**config.mk**
```make
export PLATFORM = sky130hd
export DESIGN_NAME = vga_sync_gen
export DESIGN_NICKNAME = d
export VERILOG_FILES = /design/src/rtl/vga_timing_pkg.sv /design/src/rtl/pix_tick_gen.sv /design/src/rtl/vga_sync_gen.sv
export SDC_FILE = /design/constraint.sdc
export NUM_CORES = 1
export LEC_CHECK = 0
export ABC_AREA = 1
export CAP_MARGIN = 20
export CORE_ASPECT_RATIO = 1.75
export CORE_MARGIN = 4
export CORE_UTILIZATION = 50
export CTS_BUF_LIST = sky130_fd_sc_hd__clkbuf_8 sky130_fd_sc_hd__clkbuf_16
export DETAILED_ROUTE_END_ITERATION = 6
export GPL_TIMING_DRIVEN = 0
export PLACE_DENSITY = 0.85
export SKIP_LAST_GASP = 1
export SLEW_MARGIN = 10
export SYNTH_ARGS = -nofsm -noshare
export SYNTH_HDL_FRONTEND = slang
export SYNTH_SLANG_ARGS = --single-unit
```
**constraint.sdc**
```tcl
create_clock -name clk -period 2.93 [get_ports clk]
set_clock_uncertainty 0.2 [all_clocks]
set_input_delay 0.586 -clock clk [delete_from_list [all_inputs] [get_ports clk]]
set_output_delay 0.586 -clock clk [all_outputs]
set_load 0.05 [all_outputs]
```
**src/rtl/vga_timing_pkg.sv**
```systemverilog
// Shared 640x480@60 VGA timing constants used by the sync generator and the
// downstream graphics stages.
package vga_timing_pkg;

   localparam int COORD_W = 10;

   localparam int H_DISP_DEF = 640;
   localparam int H_FP_DEF   = 16;
   localparam int H_SYNC_DEF = 96;
   localparam int H_BP_DEF   = 48;

   localparam int V_DISP_DEF = 480;
   localparam int V_FP_DEF   = 10;
   localparam int V_SYNC_DEF = 2;
   localparam int V_BP_DEF   = 33;

   localparam int H_TOTAL = H_DISP_DEF + H_FP_DEF + H_SYNC_DEF + H_BP_DEF;
   localparam int V_TOTAL = V_DISP_DEF + V_FP_DEF + V_SYNC_DEF + V_BP_DEF;

   localparam int MAX_X = 640;
   localparam int MAX_Y = 480;

   function automatic logic in_window(input logic [COORD_W-1:0] v,
                                      input logic [COORD_W-1:0] lo,
                                      input logic [COORD_W-1:0] hi);
      return (v >= lo) && (v <= hi);
   endfunction

endpackage

```
**src/rtl/pix_tick_gen.sv**
```systemverilog
// Mod-CLK_DIV divider producing a registered one-clk pixel-rate enable.
module pix_tick_gen #(
   parameter int CLK_DIV = 2
) (
   input  logic clk,
   input  logic reset_n,
   output logic p_tick
);

   localparam logic [3:0] CNT_LAST = 4'(CLK_DIV - 1);

   if (CLK_DIV < 1 || CLK_DIV > 16) begin : g_bad_div
      $error("pix_tick_gen: CLK_DIV must be in 1..16");
   end

   logic [3:0] cnt_q, cnt_d;
   logic       p_tick_q, p_tick_d;

   // The tick is registered from the terminal count, so the first pulse
   // appears CLK_DIV clks after reset release.
   always_comb begin
      cnt_d    = (cnt_q == CNT_LAST) ? 4'd0 : cnt_q + 4'd1;
      p_tick_d = (cnt_q == CNT_LAST);
   end

   always_ff @(posedge clk) begin
      if (!reset_n) begin
         cnt_q    <= 4'd0;
         p_tick_q <= 1'b0;
      end else begin
         cnt_q    <= cnt_d;
         p_tick_q <= p_tick_d;
      end
   end

   assign p_tick = p_tick_q;

endmodule

```
**src/rtl/vga_sync_gen.sv**
```systemverilog
// VGA horizontal/vertical timing generator: registered sync, visible-area flag,
// pixel coordinates and a frame-wrap pulse.
module vga_sync_gen
   import vga_timing_pkg::*;
#(
   parameter int CLK_DIV = 2,
   parameter int H_DISP  = H_DISP_DEF,
   parameter int H_FP    = H_FP_DEF,
   parameter int H_SYNC  = H_SYNC_DEF,
   parameter int H_BP    = H_BP_DEF,
   parameter int V_DISP  = V_DISP_DEF,
   parameter int V_FP    = V_FP_DEF,
   parameter int V_SYNC  = V_SYNC_DEF,
   parameter int V_BP    = V_BP_DEF
) (
   input  logic               clk,
   input  logic               reset_n,
   output logic               p_tick,
   output logic               hsync,
   output logic               vsync,
   output logic               video_on,
   output logic [COORD_W-1:0] pixel_x,
   output logic [COORD_W-1:0] pixel_y,
   output logic               frame_tick
);

   localparam int H_TOT = H_DISP + H_FP + H_SYNC + H_BP;
   localparam int V_TOT = V_DISP + V_FP + V_SYNC + V_BP;

   if (H_TOT > 1024 || V_TOT > 1024) begin : g_bad_totals
      $error("vga_sync_gen: H/V totals must fit in 10-bit counters");
   end

   localparam logic [COORD_W-1:0] H_LAST   = COORD_W'(H_TOT - 1);
   localparam logic [COORD_W-1:0] V_LAST   = COORD_W'(V_TOT - 1);
   localparam logic [COORD_W-1:0] H_VIS    = COORD_W'(H_DISP);
   localparam logic [COORD_W-1:0] V_VIS    = COORD_W'(V_DISP);
   localparam logic [COORD_W-1:0] HS_FIRST = COORD_W'(H_DISP + H_FP);
   localparam logic [COORD_W-1:0] HS_LAST  = COORD_W'(H_DISP + H_FP + H_SYNC - 1);
   localparam logic [COORD_W-1:0] VS_FIRST = COORD_W'(V_DISP + V_FP);
   localparam logic [COORD_W-1:0] VS_LAST  = COORD_W'(V_DISP + V_FP + V_SYNC - 1);

   logic               tick;
   logic [COORD_W-1:0] x_q, x_d, y_q, y_d;
   logic               hsync_q, hsync_d;
   logic               vsync_q, vsync_d;
   logic               video_on_q, video_on_d;
   logic               frame_tick_q, frame_tick_d;

   pix_tick_gen #(
      .CLK_DIV (CLK_DIV)
   ) u_tick (
      .clk     (clk),
      .reset_n (reset_n),
      .p_tick  (tick)
   );

   always_comb begin
      x_d = x_q;
      y_d = y_q;
      if (tick) begin
         if (x_q == H_LAST) begin
            x_d = '0;
            y_d = (y_q == V_LAST) ? '0 : y_q + COORD_W'(1);
         end else begin
            x_d = x_q + COORD_W'(1);
         end
      end
      // Decoded from the next-state position so the flags line up with pixel_x/y.
      hsync_d      = !in_window(x_d, HS_FIRST, HS_LAST);
      vsync_d      = !in_window(y_d, VS_FIRST, VS_LAST);
      video_on_d   = (x_d < H_VIS) && (y_d < V_VIS);
      frame_tick_d = tick && (x_q == H_LAST) && (y_q == V_LAST);
   end

   always_ff @(posedge clk) begin
      if (!reset_n) begin
         x_q          <= '0;
         y_q          <= '0;
         hsync_q      <= 1'b1;
         vsync_q      <= 1'b1;
         video_on_q   <= 1'b1;
         frame_tick_q <= 1'b0;
      end else begin
         x_q          <= x_d;
         y_q          <= y_d;
         hsync_q      <= hsync_d;
         vsync_q      <= vsync_d;
         video_on_q   <= video_on_d;
         frame_tick_q <= frame_tick_d;
      end
   end

   assign p_tick     = tick;
   assign hsync      = hsync_q;
   assign vsync      = vsync_q;
   assign video_on   = video_on_q;
   assign pixel_x    = x_q;
   assign pixel_y    = y_q;
   assign frame_tick = frame_tick_q;

endmodule
```
==> results of run 1 <==
[cells in the mapped netlist, drive strengths merged]
| cell type | instances |
|---|---|
| nand2 | 73 |
| dfxtp | 29 |
| o21ai | 7 |
| a22oi | 1 |
| xor2 | 1 |
| o21bai | 1 |
| buf | 2 |
| nor2 | 45 |
| nor3 | 6 |
| nand3 | 18 |
| a211oi | 2 |
| xnor2 | 1 |
| a21oi | 5 |
| and3 | 2 |
| inv | 31 |
| clkbuf | 2 |
| nand4 | 7 |
| nand3b | 1 |
| or2 | 2 |
| ha | 5 |
[final timing paths]
check | start | end | slack [ns] | cells past startpoint
max | pixel_x[0] | pixel_x[0] | 0.57 | 1
max reg2reg | pixel_x[0] | vsync | 0.84 | 12
min reg2reg | u_tick.cnt_q[0] | u_tick.cnt_q[0] | 0.27 | 1
min | u_tick.cnt_q[0] | u_tick.cnt_q[0] | 0.27 | 1
[report_power, final]
part / total, W / internal [W] / leakage [nW] / switching (W)
sequential: 0.000416 / 0.000405 / 0.235 / 0.0000118
combinational: 0.0000694 / 0.0000220 / 0.578 / 0.0000474
clock: 0.000318 / 0.000182 / 0.0485 / 0.000136
[metal layers]
layer | wire [µm] | track usage [%] | up-vias | share of wire [%]
met5 | 0 | 0 | - | 0
met4 | 95 | 9.43 | 0 | 2.7
met3 | 137 | 5.21 | 10 | 3.8
met2 | 1890 | 35.6 | 39 | 53
met1 | 1440 | 20.7 | 702 | 40
li1 | - | - | 819 | -
[area by class of cell]
type / count / area [µm²]
Inverter: 31 / 116
Clock buffer: 6 / 82.6
Tap cell: 42 / 52.6
Buffer: 4 / 26.3
Fill cell: 274 / 1000
Timing Repair Buffer: 26 / 260
Multi-Input combinational cell: 177 / 868
Clock inverter: 1 / 3.75
Sequential cell: 29 / 581
[cells by family after synthesis]
| kind of cell | share of synthesized area (%) |
|---|---|
| simple gates | 43.6 |
| buf+inv | 8.96 |
| flops | 36.5 |
| compound gates | 5.90 |
| fa+ha+maj | 3.93 |
| xor+xnor | 1.10 |
[through the flow]
| stage | hold slack, ns | worst slack, ns | utilization (%) | std cells | cell area, µm² |
|---|---|---|---|---|---|
| final | 0.266 | 0.566 | 66.5 | 316 | 1990 |
| after global routing | 0.292 | 0.511 | 66.5 | 316 | 1990 |
| after CTS | 0.274 | 0.556 | 66.5 | 316 | 1990 |
| after detailed placement | 0.261 | 0.835 | 63.6 | 309 | 1900 |
| after global placement | 0.250 | 0.845 | 63.6 | 309 | 1900 |
| after floorplan | 0.233 | 0.659 | - | 241 | 1590 |
[state kept, by name (all words and copies together) (netlist names)]
register	flops
pixel_y	10
video_on	1
vsync	1
u_tick.p_tick	1
u_tick.cnt_q	4
pixel_x	10
frame_tick	1
hsync	1
[placed cells by master, fill, tap and decap left out, drive strengths merged, types with 6 or more instances in the layout]
master,Yosys,final
nor2,45,45
nor3,6,6
nand2,73,73
nand4,7,7
dfxtp,29,29
clkdlybuf4s50,0,26
clkbuf,2,8
nand3,18,18
inv,31,32
o21ai,7,7
==> out/metrics.cfg, run 1 <==
[critical_path]
crit_path_end_kind=output port
worst_ep_required_time_ns=2.14
setup.worst_path.class=reg2out
critical_path.startpoint_type=register
worstPathMaxFanout=7
critPathArrivalTime_ns=1.58
max_stage_delay_ns=0.85
cpMaxStageDelayCell=clkdlybuf4s50_1
path_cells=clkdlybuf4s50_1
crit_path_buf_inv_count=1
worst_path_dominant_cell_family=buffers and inverters

[final_layout]
area_growth_syn_to_layout_pct=25.1
finish.net_count=281
antenna_cells_inserted=0
share_of_final_layout_standard_cells_stronger_than_drive_strength_1_pct=7.66

[routing]
vias_post_dr=1570
routed_wirelength_mm=3.57
wl_per_cell_um=11.3
avgViaCountPerCell=4.97
drtAntennaViolNets=0
first_iter_violations=30
drc=0
drtPass1Iterations=4

[timing]
worst-slew-pin-transition_ns=0.519
report.final.slew_viol_count=0
timing_hold_violations_final=0
max-slew-margin-rel_pct=65.4
final_worst_path_period_need_ns=2.36
setup_repair_after_global_routing_missed_its_margin=no
finalCritPeriodShare_pct=80.7
report.final.setup_viol=0
max_clock_freq_mhz=423
timing.setup.tns_ns=0

[clock_network]
cts_tree=done
cts.repair_timing.setup_buffer_count=0
clk-insertion-delay-late_ns=0.27
ctsHtreeMaxLevel=2
ctsLongestPathBuffers=2
post_cts_resized=0
worst_setup_hold_path_clk_slew_ns=0.06
cts_root_buf=clkbuf_8
cts_buf_count=5
number_of_clock_sinks_seen_by_cts=29
post_cts_hold_buffer_count=0

[placed_design]
portBuffers=26
dp_hpwl_mm=2.80
routabilityCongestion=0.878

[global_route]
grt_antenna_before_repair=0
grt_pass1_wl_mm=6.23
first_global_vias=1423
grt_start_max_net_pins=11
gr-usage-all-layers_pct=19.6
globalRoute.totalOverflow=0

[die]
floorplan.die.height_um=82.6
fp.coreArea_um2=2990
rows=26
initial_utilization_pct=53.2
die_width_um=50.7
die_area_um2=4190
io_pins=27

[logic_synthesis]
synth_seq_cells=29
synth_largest_type_area_fraction_pct=36.5
syn_inst=241
syn_nets=248
synth.distinct_cells=30
synth_area_um2=1590
synth_warnings=0
netlist.top_cell.by_area=dfxtp_1
synth-seq-area-share_pct=36.5
ys_top_cells_by_area=dfxtp_1, nand2_1, nor2_1
avgSynthCellArea_um2=6.60

[power_and_ir_drop]
irDropWorstVdd_v=0.000505
total_leakage_power_nw=0.861
power_per_cell_area_nw_per_um2=404
total_power_w=0.000804

[min_path]
min-delay-path-class=reg2reg

[run]
max-cap-violations=0

[outcome]
status=finished clean

(Power assumes the default switching activity.)
==> run 2, diff against run 1 <==
clock period = 2.5 ns   (was 2.93 ns; I/O delays follow)
==> results of run 2 <==
The final DEF is identical to that of run 1. Status: finished clean.
Main changes from that run: setup slack after placement 0.835 ns -> 0.405 ns; setup slack after layout 0.566 ns -> 0.222 ns; register-to-register setup slack 0.84 ns -> 0.41 ns; total power 0.000804 W -> 0.000943 W; worst IR drop on VDD 0.000505 V -> 0.000592 V
